### src/rtl/id_ex_stage.sv
// ID/EX pipeline register with valid/ready flow control.
// A LOAD_LAT-deep scoreboard tracks recent loads so that a dependent instruction
// waiting in ID stalls until the load result can be forwarded. A saturating
// counter records how many cycles the hazard was raised. Control fields are
// carried through as one opaque bundle. A squashed slot shows up as out_valid=0.
module id_ex_stage #(
  parameter int unsigned     XLEN      = 32,
  parameter int unsigned     RADDR_W   = 5,
  parameter int unsigned     CTRL_W    = 48,
  parameter int unsigned     LOAD_LAT  = 1,
  parameter logic [XLEN-1:0] BUBBLE_PC = {XLEN{1'b1}}
) (
  input  logic               clk,
  input  logic               rst_n,
  input  logic               flush,
  input  logic               in_valid,
  output logic               in_ready,
  input  logic [XLEN-1:0]    in_pc,
  input  logic [CTRL_W-1:0]  in_ctrl,
  input  logic [XLEN-1:0]    in_imm,
  input  logic [RADDR_W-1:0] in_rs1_addr,
  input  logic [RADDR_W-1:0] in_rs2_addr,
  input  logic               in_rs1_used,
  input  logic               in_rs2_used,
  input  logic [RADDR_W-1:0] in_rd_addr,
  input  logic               in_rd_wen,
  input  logic               in_is_load,
  input  logic               out_ready,
  output logic               out_valid,
  output logic [XLEN-1:0]    out_pc,
  output logic [CTRL_W-1:0]  out_ctrl,
  output logic [XLEN-1:0]    out_imm,
  output logic [RADDR_W-1:0] out_rs1_addr,
  output logic [RADDR_W-1:0] out_rs2_addr,
  output logic [RADDR_W-1:0] out_rd_addr,
  output logic               out_rd_wen,
  output logic               data_hazard,
  output logic [31:0]        hazard_cycles
);

  // Scoreboard of loads still in flight. Entry 0 mirrors the instruction held in ID/EX.
  // LOAD_LAT is expected to lie in 1..8.
  logic [LOAD_LAT-1:0]              sbValid_q;
  logic [LOAD_LAT-1:0][RADDR_W-1:0] sbRd_q;
  logic                             sbValid_d;

  // Pipeline registers and their next-state values.
  logic               outValid_q,  outValid_d;
  logic [XLEN-1:0]    outPc_q,     outPc_d;
  logic [CTRL_W-1:0]  outCtrl_q,   outCtrl_d;
  logic [XLEN-1:0]    outImm_q,    outImm_d;
  logic [RADDR_W-1:0] outRs1_q,    outRs1_d;
  logic [RADDR_W-1:0] outRs2_q,    outRs2_d;
  logic [RADDR_W-1:0] outRd_q,     outRd_d;
  logic               outRdWen_q,  outRdWen_d;

  logic [31:0]        hazardCount_q, hazardCount_d;

  logic               sbMatch;
  logic               hazard;
  logic               issue;

  // Compare both sources of the ID instruction against every pending load destination.
  always_comb begin
    sbMatch = 1'b0;
    for (int i = 0; i < LOAD_LAT; i++) begin
      if (sbValid_q[i] &&
          ((in_rs1_used && (in_rs1_addr == sbRd_q[i])) ||
           (in_rs2_used && (in_rs2_addr == sbRd_q[i])))) begin
        sbMatch = 1'b1;
      end
    end
  end

  // Flush overrides the hazard so a killed instruction never stalls the front end.
  assign hazard   = in_valid & ~flush & sbMatch;
  assign issue    = in_valid & ~flush & out_ready & ~hazard;
  assign in_ready = flush | (out_ready & ~hazard);

  // A slot is recorded in the scoreboard only for loads that really write a nonzero register.
  assign sbValid_d = issue & in_is_load & in_rd_wen & (in_rd_addr != '0);

  // Choose between issuing the ID instruction and inserting a bubble.
  always_comb begin
    outValid_d = issue;
    outRdWen_d = issue & in_rd_wen;
    outPc_d    = issue ? in_pc : BUBBLE_PC;
    outCtrl_d  = in_ctrl;
    outImm_d   = in_imm;
    outRs1_d   = in_rs1_addr;
    outRs2_d   = in_rs2_addr;
    outRd_d    = in_rd_addr;
  end

  // ID/EX register: loads only when execute accepts the current contents.
  always_ff @(posedge clk or negedge rst_n) begin
    if (!rst_n) begin
      outValid_q <= 1'b0;
      outRdWen_q <= 1'b0;
      outPc_q    <= BUBBLE_PC;
      outCtrl_q  <= '0;
      outImm_q   <= '0;
      outRs1_q   <= '0;
      outRs2_q   <= '0;
      outRd_q    <= '0;
    end else if (out_ready) begin
      outValid_q <= outValid_d;
      outRdWen_q <= outRdWen_d;
      outPc_q    <= outPc_d;
      outCtrl_q  <= outCtrl_d;
      outImm_q   <= outImm_d;
      outRs1_q   <= outRs1_d;
      outRs2_q   <= outRs2_d;
      outRd_q    <= outRd_d;
    end
  end

  // Scoreboard ages in lockstep with the pipeline; the oldest entry simply drops off.
  always_ff @(posedge clk or negedge rst_n) begin
    if (!rst_n) begin
      sbValid_q <= '0;
      sbRd_q    <= '0;
    end else if (out_ready) begin
      for (int i = LOAD_LAT - 1; i > 0; i--) begin
        sbValid_q[i] <= sbValid_q[i-1];
        sbRd_q[i]    <= sbRd_q[i-1];
      end
      sbValid_q[0] <= sbValid_d;
      sbRd_q[0]    <= in_rd_addr;
    end
  end

  // Hazard counter stops at all-ones instead of wrapping.
  always_comb begin
    hazardCount_d = hazardCount_q;
    if (hazard && (hazardCount_q != 32'hFFFF_FFFF)) begin
      hazardCount_d = hazardCount_q + 32'd1;
    end
  end

  // Counter register, advances even while execute holds the pipeline.
  always_ff @(posedge clk or negedge rst_n) begin
    if (!rst_n) begin
      hazardCount_q <= '0;
    end else begin
      hazardCount_q <= hazardCount_d;
    end
  end

  assign out_valid     = outValid_q;
  assign out_pc        = outPc_q;
  assign out_ctrl      = outCtrl_q;
  assign out_imm       = outImm_q;
  assign out_rs1_addr  = outRs1_q;
  assign out_rs2_addr  = outRs2_q;
  assign out_rd_addr   = outRd_q;
  assign out_rd_wen    = outRdWen_q;
  assign data_hazard   = hazard;
  assign hazard_cycles = hazardCount_q;

endmodule
### config.mk
export PLATFORM = sky130hd
export DESIGN_NAME = id_ex_stage
export DESIGN_NICKNAME = d
export VERILOG_FILES = /design/src/rtl/id_ex_stage.sv
export SDC_FILE = /design/constraint.sdc
export NUM_CORES = 1
export LEC_CHECK = 0
export ABC_AREA = 1
export BUFFER_PORTS_ARGS = -buffer_cell sky130_fd_sc_hd__buf_2
export CAP_MARGIN = 40
export CORE_AREA = 4 4 153 155
export DETAILED_ROUTE_END_ITERATION = 10
export DIE_AREA = 0 0 157 159
export PLACE_DENSITY = 0.67
export SETUP_SLACK_MARGIN = 0.02
export SYNTH_ARGS = -nofsm -noshare
export SYNTH_HDL_FRONTEND = slang
export SYNTH_SLANG_ARGS = --single-unit
### constraint.sdc
create_clock -name clk -period 2.2 [get_ports clk]
set_clock_uncertainty 0.15 [all_clocks]
set_input_delay 0.44 -clock clk [delete_from_list [all_inputs] [get_ports clk]]
set_output_delay 0.44 -clock clk [all_outputs]
set_load 0.01 [all_outputs]
==> run_results.csv <==
group,metric,value,unit
routing,vias,7109,
min_path,hold_class,"in2reg",
clock_tree,cts-root-buf,"clkbuf_16",
placement,portBuffers,298,
worst_setup_path,endpoint_kind,"output port",
power,p_per_area,698,nW/um^2
layout,drive_gt1_share,34.1,%
die,start_util,34.8,%
synthesis,seq_area_frac_synth,53.9,%
sta,fin_crit_sh,107,%
layout,layout_common_cells,"nand2_1 (479), buf_2 (295), dfrtp_1 (128)",
die,die_h,159,um
layout,stdcell_count,1579,
sta,tns,-253,ps
grt,grt_pass1_vias,6979,
worst_setup_path,path_cells,"nand2_1 > nand2_1 > nor2_2 > nand3_2 > a21boi_2 > buf_4 > buf_6",
clock_tree,clk_pin_slew,70,ps
routing,dr.pass1.iters,5,
die,dieArea,25000,um^2
routing,drtAntennaViolNets,0,
grt,grt_pass1_wl,37.2,mm
synthesis,synth_nets,1115,
worst_setup_path,rr_startpoint,"sbRd_q[2]",
die,placementRows,54,
die,core-area,21800,um^2
sta,max_freq,427,MHz
synthesis,syn_area,7600,um^2
run_status,violations,"negative setup slack",
synthesis,ys_warn_count,0,
worst_setup_path,crit_top_cell,"nand2_1",
layout,nets,1424,
clock_tree,clk_latency,420,ps
synthesis,synth_cells,978,
worst_setup_path,worstSetupStartpoint,"sbRd_q[2]",
clock_tree,clkSinkCount,162,
routing,drt_iter0_drc,454,
sta,fin_ws,-144,ps
synthesis,ys.flop_type,"dfrtp_1",
min_path,hold_path.startpoint,"in_ctrl[7]",
die,die_x,157,um
worst_setup_path,slowest_stage,"dfrtp_2",
power,total_power,7110,uW
synthesis,postSynthAreaPerCell,7.77,um^2
sta,tightest_slew,561,ps
worst_setup_path,start_kind,"flip-flop",
clock_tree,h-tree-depth,4,
routing,routed_via_density,4.50,
synthesis,netlist.area_leader.share,42.8,%
routing,drc,0,
sta,setup_viol,2,
worst_setup_path,critPathMaxFanout,5,
power,p_leak,0.00564,uW
clock_tree,cts_tree,"yes",
placement,hpwlAfterDp,17.1,mm
sta,layout_min_cycle_time,2340,ps
power,vdd_drop_max,0.000485,V
synthesis,synth_top_cell_by_area,"dfrtp_1",
worst_setup_path,crit_required,1610,ps
clock_tree,clockBufferDepth,2,
worst_setup_path,arrival,1750,ps
sta,relSlewSlack,62.6,%
synthesis,synth_edf_count,0,
placement,place_congestion,0.915,
grt,grt_start_max_net_pins,112,
grt,antenna_found_initial,6,
layout,final_common_cell,"nand2_1",
grt,grt_usage,18.6,%
job,drv_cap,0,
routing,drt-wirelength-per-cell,14.9,um
synthesis,synthArstFlopShare,100,%
synthesis,ys_types,30,
worst_setup_path,critPathKind,"reg2out",
run_status,status,"complete, but fails checks",
sta,final-hold-violation-count,0,
routing,wirelength,23.4,mm
synthesis,synthTopCellsByArea,"dfrtp_1 (43%), nand2_1 (24%), dfstp_2 (11%), inv_1 (4.8%), nand3_1 (2.7%)",
layout,diodes,0,
sta,maxSlewViolCount,0,
worst_setup_path,cp_slowest_stage_delay,440,ps
die,ioPinCount,299,
synthesis,ys_ff_latch,162,
sta,rsz0062_at_grt,"yes",
clock_tree,numCtsBuffers,17,
grt,gr-total-overflow,0,
placement,place_inst,1541,
layout,area_delta_synth_final,33.9,%
placement,pre_cts_ws,-172,ps
==> power breakdown <==
part	leakage (uW)	switching (uW)	internal, uW
clock network	0.000273	1400	1510
logic	0.00338	527	368
registers	0.00198	109	3200
==> stage by stage <==
step / cell area [um^2] / hold slack, ps / utilization, %
after CTS: 10200 / 39.9 / 46.6
after global routing: 10200 / 47.3 / 46.7
final: 10200 / 61.1 / 46.7
after floorplan: 7600 / -5.59 / -
after global placement: 9510 / 279 / 43.6
after detailed placement: 9510 / 281 / 43.6
==> worst paths after layout <==
| check | to | slack [ps] | depth (start not counted) |
|---|---|---|---|
| setup / recovery | data_hazard | -140 | 7 |
| hold / removal | out_ctrl[7] | 60 | 3 |
| setup reg to reg | hazard_cycles[28] | 170 | 10 |
| hold reg to reg | out_ctrl[47] | 320 | 2 |
| max in group asynchronous | sbRd_q[3] | 880 | 3 |
| min in group asynchronous | hazard_cycles[9] | 380 | 2 |
==> Yosys cell counts, types with 11 or more instances <==
| library cell | count |
|---|---|
| or2_2 | 31 |
| nor3_1 | 11 |
| o21ai_0 | 20 |
| nor2_1 | 45 |
| nand3_1 | 41 |
| clkbuf_1 | 25 |
| xor2_1 | 16 |
| inv_1 | 98 |
| dfstp_2 | 32 |
| nand2_1 | 480 |
| dfrtp_1 | 130 |
==> cell families (layout without fill, tap and decap cells) <==
| family | count (synthesis) | in the layout | synth area share (%) |
|---|---|---|---|
| AND/OR/NAND/NOR | 636 | 637 | 34.9 |
| XOR/XNOR | 20 | 20 | 2.30 |
| buffers and inverters | 138 | 458 | 7.39 |
| flip-flops | 162 | 162 | 53.9 |
| adder cells (fa/ha/maj) | 1 | 1 | 0.165 |
| AO/OA/AOI/OAI | 21 | 21 | 1.42 |
==> sequential cells by signal, summed over array words and instances (netlist names) <==
| register | flops |
|---|---|
| out_ctrl | 48 |
| hazard_cycles | 32 |
| out_imm | 32 |
| out_pc | 32 |
| out_rs1_addr | 5 |
| out_rs2_addr | 5 |
| sbRd_q | 5 |
| out_rd_wen | 1 |
| out_valid | 1 |
| sbValid_q | 1 |
==> layer usage <==
layer | track usage [%] | share of wire, % | vias up
li1 | - | - | 3550
met1 | 23.9 | 41 | 3255
met2 | 30.3 | 48 | 262
met3 | 5.84 | 8.9 | 34
met4 | 5.36 | 1.7 | 8
met5 | 0 | 0.18 | -
==> critical path, delay by kind of cell (launching register included) <==
kind | cells | cell delay, ps
buf+inv | 2 | 240
simple gates | 4 | 420
flops | 1 | 440
compound gates | 1 | 230
==> final cells by class <==
type | instances | area (um^2)
clock buffer | 17 | 425
multi-input combinational | 679 | 2990
inverter | 102 | 384
sequential | 162 | 4100
fill | 2195 | 11600
tap | 280 | 350
clock inverter | 14 | 143
timing repair buffer | 325 | 1790
==> repair_timing <==
action | 4_1_cts | 5_1_grt
hold endpoints to repair | 33 | 0
cloned | 1 | 0
hold buffers | 1 | 0
pin swaps | 5 | 6
gates resized for setup | 11 | 5
setup buffers | 5 | 1
endpoints found under the setup margin | 28 | 4
No activity file was read; power rests on OpenSTA's default activity.
